==> config.mk <==
export PLATFORM = sky130hd
export DESIGN_NAME = rs_dec_sched_16_8
export DESIGN_NICKNAME = d
export VERILOG_FILES = /design/src/rtl/rs_dec_sched_16_8.sv
export SDC_FILE = /design/constraint.sdc
export NUM_CORES = 1
export LEC_CHECK = 0
export CELL_PAD_IN_SITES_DETAIL_PLACEMENT = 0
export CELL_PAD_IN_SITES_GLOBAL_PLACEMENT = 1
export CORE_ASPECT_RATIO = 0.8
export CORE_MARGIN = 3
export CORE_UTILIZATION = 42
export DETAILED_ROUTE_END_ITERATION = 6
export GPL_ROUTABILITY_DRIVEN = 0
export PLACE_DENSITY = 0.85
export SLEW_MARGIN = 0
export SYNTH_ARGS = -nofsm -noshare
export SYNTH_HDL_FRONTEND = slang
export SYNTH_SLANG_ARGS = --single-unit
==> constraint.sdc <==
create_clock -name clk -period 2.7 [get_ports clk]
set_input_delay 0.54 -clock clk [delete_from_list [all_inputs] [get_ports clk]]
set_output_delay 0.54 -clock clk [all_outputs]
set_load 0.005 [all_outputs]
==> src/rtl/rs_dec_sched_16_8.sv <==
// RS(16,8) decoder sequencer: feeds the codeword FIFO and syndrome unit on ingress,
// then steps one codeword at a time through KES, Chien/Forney and read-out, keeping stats.
module rs_dec_sched_16_8 #(
    parameter int N_SYM   = 16,
    parameter int FIFO_CW = 2,
    parameter int SYN_LAT = 1,
    parameter int TMO_CYC = 255,
    parameter int DATA_W  = 8
) (
    input  logic              clk,
    input  logic              rst_n,
    input  logic              in_valid,
    input  logic [DATA_W-1:0] in_sym,
    output logic              in_ready,
    output logic              fifo_wr,
    output logic [DATA_W-1:0] fifo_wdata,
    output logic              syn_vld,
    output logic [DATA_W-1:0] syn_sym,
    output logic              syn_first,
    output logic              kes_start,
    input  logic              kes_done,
    input  logic              kes_fail,
    output logic              chien_start,
    input  logic              chien_done,
    output logic              rd_start,
    input  logic              rd_done,
    output logic              corr_en,
    output logic              busy,
    output logic              cw_done,
    output logic              cw_fail,
    output logic              tmo_err,
    output logic [15:0]       cw_total,
    output logic [15:0]       cw_fails
);

    localparam int IDX_W  = $clog2(N_SYM);
    localparam int BUF_W  = $clog2(FIFO_CW + 1);
    localparam int WAIT_W = $clog2(TMO_CYC + 1);
    localparam logic [IDX_W-1:0]  LAST_IDX = IDX_W'(N_SYM - 1);
    localparam logic [BUF_W-1:0]  BUF_MAX  = BUF_W'(FIFO_CW);
    localparam logic [WAIT_W-1:0] WAIT_END = WAIT_W'(TMO_CYC - 1);

    localparam logic [1:0] S_IDLE  = 2'd0;
    localparam logic [1:0] S_KES   = 2'd1;
    localparam logic [1:0] S_CHIEN = 2'd2;
    localparam logic [1:0] S_READ  = 2'd3;

    function automatic logic [15:0] sat_inc(input logic [15:0] v);
        return (v == 16'hFFFF) ? v : v + 16'd1;
    endfunction

    logic [IDX_W-1:0]  r_sym_idx;
    logic [BUF_W-1:0]  r_cw_buf;
    logic [SYN_LAT-1:0] r_lat;
    logic              r_syn_pend;
    logic              r_wr;
    logic              r_first;
    logic [DATA_W-1:0] r_sym_q;
    logic [1:0]        r_state;
    logic [WAIT_W-1:0] r_wait;
    logic              r_fail;
    logic              r_corr_en;
    logic              r_kes_start;
    logic              r_chien_start;
    logic              r_rd_start;
    logic              r_cw_done;
    logic              r_cw_fail;
    logic              r_tmo_err;
    logic [15:0]       r_cw_total;
    logic [15:0]       r_cw_fails;

    logic w_ready;
    logic w_acc;
    logic w_last;
    logic w_kes_fire;
    logic w_tmo;
    logic w_retire;

    // Hold off symbol 0 of a new codeword while the previous syndromes await KES.
    assign w_ready    = (r_cw_buf < BUF_MAX) && !((r_sym_idx == '0) && r_syn_pend);
    assign w_acc      = in_valid && w_ready;
    assign w_last     = w_acc && (r_sym_idx == LAST_IDX);
    assign w_kes_fire = (r_state == S_IDLE) && r_syn_pend;
    assign w_tmo      = (r_wait == WAIT_END);
    assign w_retire   = (r_state == S_READ) && (rd_done || w_tmo);

    always_ff @(posedge clk or negedge rst_n) begin
        if (!rst_n) begin
            r_sym_idx  <= '0;
            r_wr       <= 1'b0;
            r_first    <= 1'b0;
            r_sym_q    <= '0;
            r_lat      <= '0;
            r_syn_pend <= 1'b0;
            r_cw_buf   <= '0;
        end else begin
            r_wr    <= w_acc;
            r_first <= w_acc && (r_sym_idx == '0);
            if (w_acc) begin
                r_sym_q   <= in_sym;
                r_sym_idx <= (r_sym_idx == LAST_IDX) ? '0 : r_sym_idx + 1'b1;
            end
            r_lat[0] <= w_last;
            for (int i = 1; i < SYN_LAT; i++) begin
                r_lat[i] <= r_lat[i-1];
            end
            r_syn_pend <= r_lat[SYN_LAT-1] || (r_syn_pend && !w_kes_fire);
            case ({w_last, w_retire})
                2'b10:   r_cw_buf <= r_cw_buf + 1'b1;
                2'b01:   r_cw_buf <= r_cw_buf - 1'b1;
                default: r_cw_buf <= r_cw_buf;
            endcase
        end
    end

    always_ff @(posedge clk or negedge rst_n) begin
        if (!rst_n) begin
            r_state       <= S_IDLE;
            r_wait        <= '0;
            r_fail        <= 1'b0;
            r_corr_en     <= 1'b0;
            r_kes_start   <= 1'b0;
            r_chien_start <= 1'b0;
            r_rd_start    <= 1'b0;
            r_cw_done     <= 1'b0;
            r_cw_fail     <= 1'b0;
            r_tmo_err     <= 1'b0;
            r_cw_total    <= '0;
            r_cw_fails    <= '0;
        end else begin
            r_kes_start   <= 1'b0;
            r_chien_start <= 1'b0;
            r_rd_start    <= 1'b0;
            r_cw_done     <= 1'b0;
            r_cw_fail     <= 1'b0;
            case (r_state)
                S_IDLE: begin
                    r_wait <= '0;
                    if (r_syn_pend) begin
                        r_kes_start <= 1'b1;
                        r_fail      <= 1'b0;
                        r_state     <= S_KES;
                    end
                end
                S_KES: begin
                    if (kes_done) begin
                        r_wait <= '0;
                        if (!kes_fail) begin
                            r_chien_start <= 1'b1;
                            r_state       <= S_CHIEN;
                        end else begin
                            r_fail     <= 1'b1;
                            r_corr_en  <= 1'b0;
                            r_rd_start <= 1'b1;
                            r_state    <= S_READ;
                        end
                    end else if (w_tmo) begin
                        r_wait     <= '0;
                        r_tmo_err  <= 1'b1;
                        r_fail     <= 1'b1;
                        r_corr_en  <= 1'b0;
                        r_rd_start <= 1'b1;
                        r_state    <= S_READ;
                    end else begin
                        r_wait <= r_wait + 1'b1;
                    end
                end
                S_CHIEN: begin
                    if (chien_done) begin
                        r_wait     <= '0;
                        r_corr_en  <= 1'b1;
                        r_rd_start <= 1'b1;
                        r_state    <= S_READ;
                    end else if (w_tmo) begin
                        r_wait     <= '0;
                        r_tmo_err  <= 1'b1;
                        r_fail     <= 1'b1;
                        r_corr_en  <= 1'b0;
                        r_rd_start <= 1'b1;
                        r_state    <= S_READ;
                    end else begin
                        r_wait <= r_wait + 1'b1;
                    end
                end
                S_READ: begin
                    // A read-out that never finishes is still retired, as a failure.
                    if (rd_done || w_tmo) begin
                        r_wait     <= '0;
                        r_cw_done  <= 1'b1;
                        r_cw_fail  <= r_fail || !rd_done;
                        r_corr_en  <= 1'b0;
                        r_cw_total <= sat_inc(r_cw_total);
                        if (r_fail || !rd_done) begin
                            r_cw_fails <= sat_inc(r_cw_fails);
                        end
                        if (!rd_done) begin
                            r_tmo_err <= 1'b1;
                        end
                        r_state <= S_IDLE;
                    end else begin
                        r_wait <= r_wait + 1'b1;
                    end
                end
                default: r_state <= S_IDLE;
            endcase
        end
    end

    assign in_ready    = w_ready;
    assign fifo_wr     = r_wr;
    assign fifo_wdata  = r_sym_q;
    assign syn_vld     = r_wr;
    assign syn_sym     = r_sym_q;
    assign syn_first   = r_first;
    assign kes_start   = r_kes_start;
    assign chien_start = r_chien_start;
    assign rd_start    = r_rd_start;
    assign corr_en     = r_corr_en;
    assign busy        = (r_state != S_IDLE);
    assign cw_done     = r_cw_done;
    assign cw_fail     = r_cw_fail;
    assign tmo_err     = r_tmo_err;
    assign cw_total    = r_cw_total;
    assign cw_fails    = r_cw_fails;

endmodule
==> results by group <==
Outcome
  – Status: complete, no violations

Detailed routing
  – DR vias: 2404
  – Final ANT Viol Nets: 0
  – Post-route DRC: 0
  – Initial DRC count: 67
  – DR WL/cell: 13.8 um
  – Routed vias/inst: 4.98
  – Detailed Route WL: 6650 um
  – Drt first pass iters: 4

STA
  – Min Tclk post-route: 2.42 ns
  – Setup_tns: 0 ns
  – FMAX: 413 MHz
  – Fin. Hold Viols: 0
  – Final setup vio count: 0
  – Post-route setup slack: 0.279 ns
  – RSZ-0062 raised after global routing: no
  – Clock skew: 0.00655 ns
  – Worst Tran Pin Value: 0.604 ns
  – Fin crit share: 89.7%
  – Slew Limit Fails: 0
  – Max_slew headroom: 59.7%

CTS
  – CTS tree: yes
  – Htree depth: 3
  – Cts bufs inserted: 9
  – Longest Clk Path Bufs: 2
  – # Post-CTS Setup Buffers: 0
  – Clk Latency, worst-skew pair: 0.34 ns
  – Worst-path clk slew: 0.07 ns
  – Clock sinks: 68
  – Hold buffers post-CTS: 0
  – PostCTS Resize Cnt: 0
  – CTS root buf: clkbuf_8

Die
  – Cell Rows: 28
  – I/O pin count: 75
  – Die Wd: 105 um
  – Placeable Area: 7530 um^2
  – Die H: 85.3 um
  – Initial Util: 43.8%
  – Die area: 8970 um^2

Finish
  – Fill count: 649
  – Non-Filler Instances: 483
  – Area Growth Syn to Fin: 30.0%
  – Final net count: 403
  – Design Area, Final: 4290 um^2
  – Antenna diodes: 0
  – Share of post-route cells with drive strength above 1: 10.6%

Logic synthesis
  – Synth warnings: 0
  – Cell accounting for the most synthesized area: dfrtp_1
  – Synth async-reset ratio: 100%
  – Count leader, synth: dfrtp_1
  – Most instantiated cells after synthesis: 68 x dfrtp_1, 26 x xnor2_1, 24 x nor2_1, 18 x nand3_1
  – Number of synthesized flops with an enable pin: 0
  – Netlist cell types: 46
  – Yosys reg bits: 68
  – Seq/Total Area, Yosys: 51.5%
  – Post-Syn Area: 3300 um^2
  – Largest cells by area after synthesis: dfrtp_1 52%, xnor2_1 6.9%, ha_1 4.9%
  – Synth Instances: 301
  – Synth Flop Type: dfrtp_1
  – Post-synth top area share: 51.5%
  – Mapped Nets: 329
  – Mapped Avg Cell Area: 11.0 um^2

Global routing
  – Largest net degree at the start of global routing: 45
  – Initial antenna violation count: 0
  – GR Util All Layers: 15.7%
  – Overflow after GRT: 0
  – Vias in the first global route: 2322
  – First-pass GRT wire length: 11300 um

Job
  – MaxCap Viol Count: 0

Placement
  – Detailed Place HPWL: 4930 um
  – Count of port buffers added during placement: 74
  – Area after DPL: 4120 um^2
  – Place WS: 0.437 ns
  – Placed instance count: 469

Worst setup path
  – Worst setup EP type: output pin
  – Critical Path AT: 1.88 ns
  – Startpoint Class: flip-flop
  – Worst EP required: 2.16 ns
  – Setup CP Type: reg -> out
  – Crit path max fanout: 6
  – R2R depth: 6

Min path
  – Worst Hold Class: in -> async

Power and ir drop
  – Lkg Pwr: 1.91 nW
  – Peak supply drop: 505 uV
  – PwrDens: 789 nW/um^2
## stage by stage
stage	power [mW]	hold WS (ns)	util [%]
4_1_cts	3.44	0.211	57.0
3_3_place_gp	2.64	0.414	54.7
3_5_place_dp	2.67	0.436	54.7
5_1_grt	3.64	0.226	57.0
6_report	3.39	0.203	57.0
2_1_floorplan	2.11	0.244	-
## cells by family after synthesis
logic type                 after synthesis  share of synthesized area (%)
and+or+nand+nor                        109                           18.1
DFF                                     68                           51.5
AOI/OAI and AO/OA                       36                           7.54
xor gates and xnor gates                34                           9.02
buffers and inverters                   27                           4.21
muxes                                   14                           4.70
adders and majority gates               13                           4.93
## power by group
group | internal, mW | switching, mW
registers | 1.24 | 0.202
logic | 0.702 | 0.500
clock network | 0.395 | 0.354
## registers in the layout, indices dropped and copies added, names as in the netlist, 2 cells and up
signal	flops
fifo_wdata	8
cw_total	16
cw_fails	16
r_wait	8
r_state	2
r_cw_buf	2
r_sym_idx	4
## worst paths after layout
kind                                 start          end  slack [ns]
worst max-delay path            r_state[0]         busy        0.28
worst min-delay path                 rst_n   r_state[0]        0.20
worst max register to register  r_state[1]  cw_total[1]        0.68
worst min register to register       r_lat   r_syn_pend        0.45
max in group asynchronous            rst_n  cw_total[1]        1.85
min in group clk                     r_lat   r_syn_pend        0.45
## placed cells by master, fill, tap and decap left out, types with 3 or more instances in the layout
cell type	synthesis	routed
xor2_1	8	8
inv_1	12	12
nor3_1	5	5
nand4_1	16	16
and2_1	4	4
buf_4	9	3
a31oi_1	3	3
dfrtp_1	68	68
o21ai_0	10	10
and3_1	11	11
clkbuf_8	0	12
ha_1	13	13
nand3_1	18	18
nand2_1	16	16
a21oi_1	8	8
clkdlybuf4s50_1	0	73
nand2b_1	4	4
mux2_2	11	11
nor2_1	24	24
xnor2_1	26	26
## layer usage
| layer | vias to the layer above | GRT usage, % | routed length [um] |
|---|---|---|---|
| li1 | 1197 | - | - |
| met1 | 1138 | 21.1 | 3220 |
| met2 | 59 | 24.6 | 3020 |
| met3 | 10 | 4.64 | 339 |
| met4 | 0 | 5.01 | 66 |
| met5 | - | 0 | 0 |
## critical path: stages (launching register included)
cell,delay [ns]
dfrtp_1,0.40
inv_1,0.11
ha_1,0.29
inv_1,0.20
clkdlybuf4s50_1,0.54
## final cells by class
type | instances | area, um^2 | share of cell area (%)
clock buffer | 12 | 165 | 3.85
clock inverter | 2 | 10.0 | 0.233
inverter | 12 | 45.0 | 1.05
multi-input combinational | 206 | 1460 | 34.0
sequential | 68 | 1700 | 39.6
tap | 105 | 131 | 3.06
timing repair buffer | 78 | 778 | 18.1
Note: power is estimated with default switching activity, not from simulation.
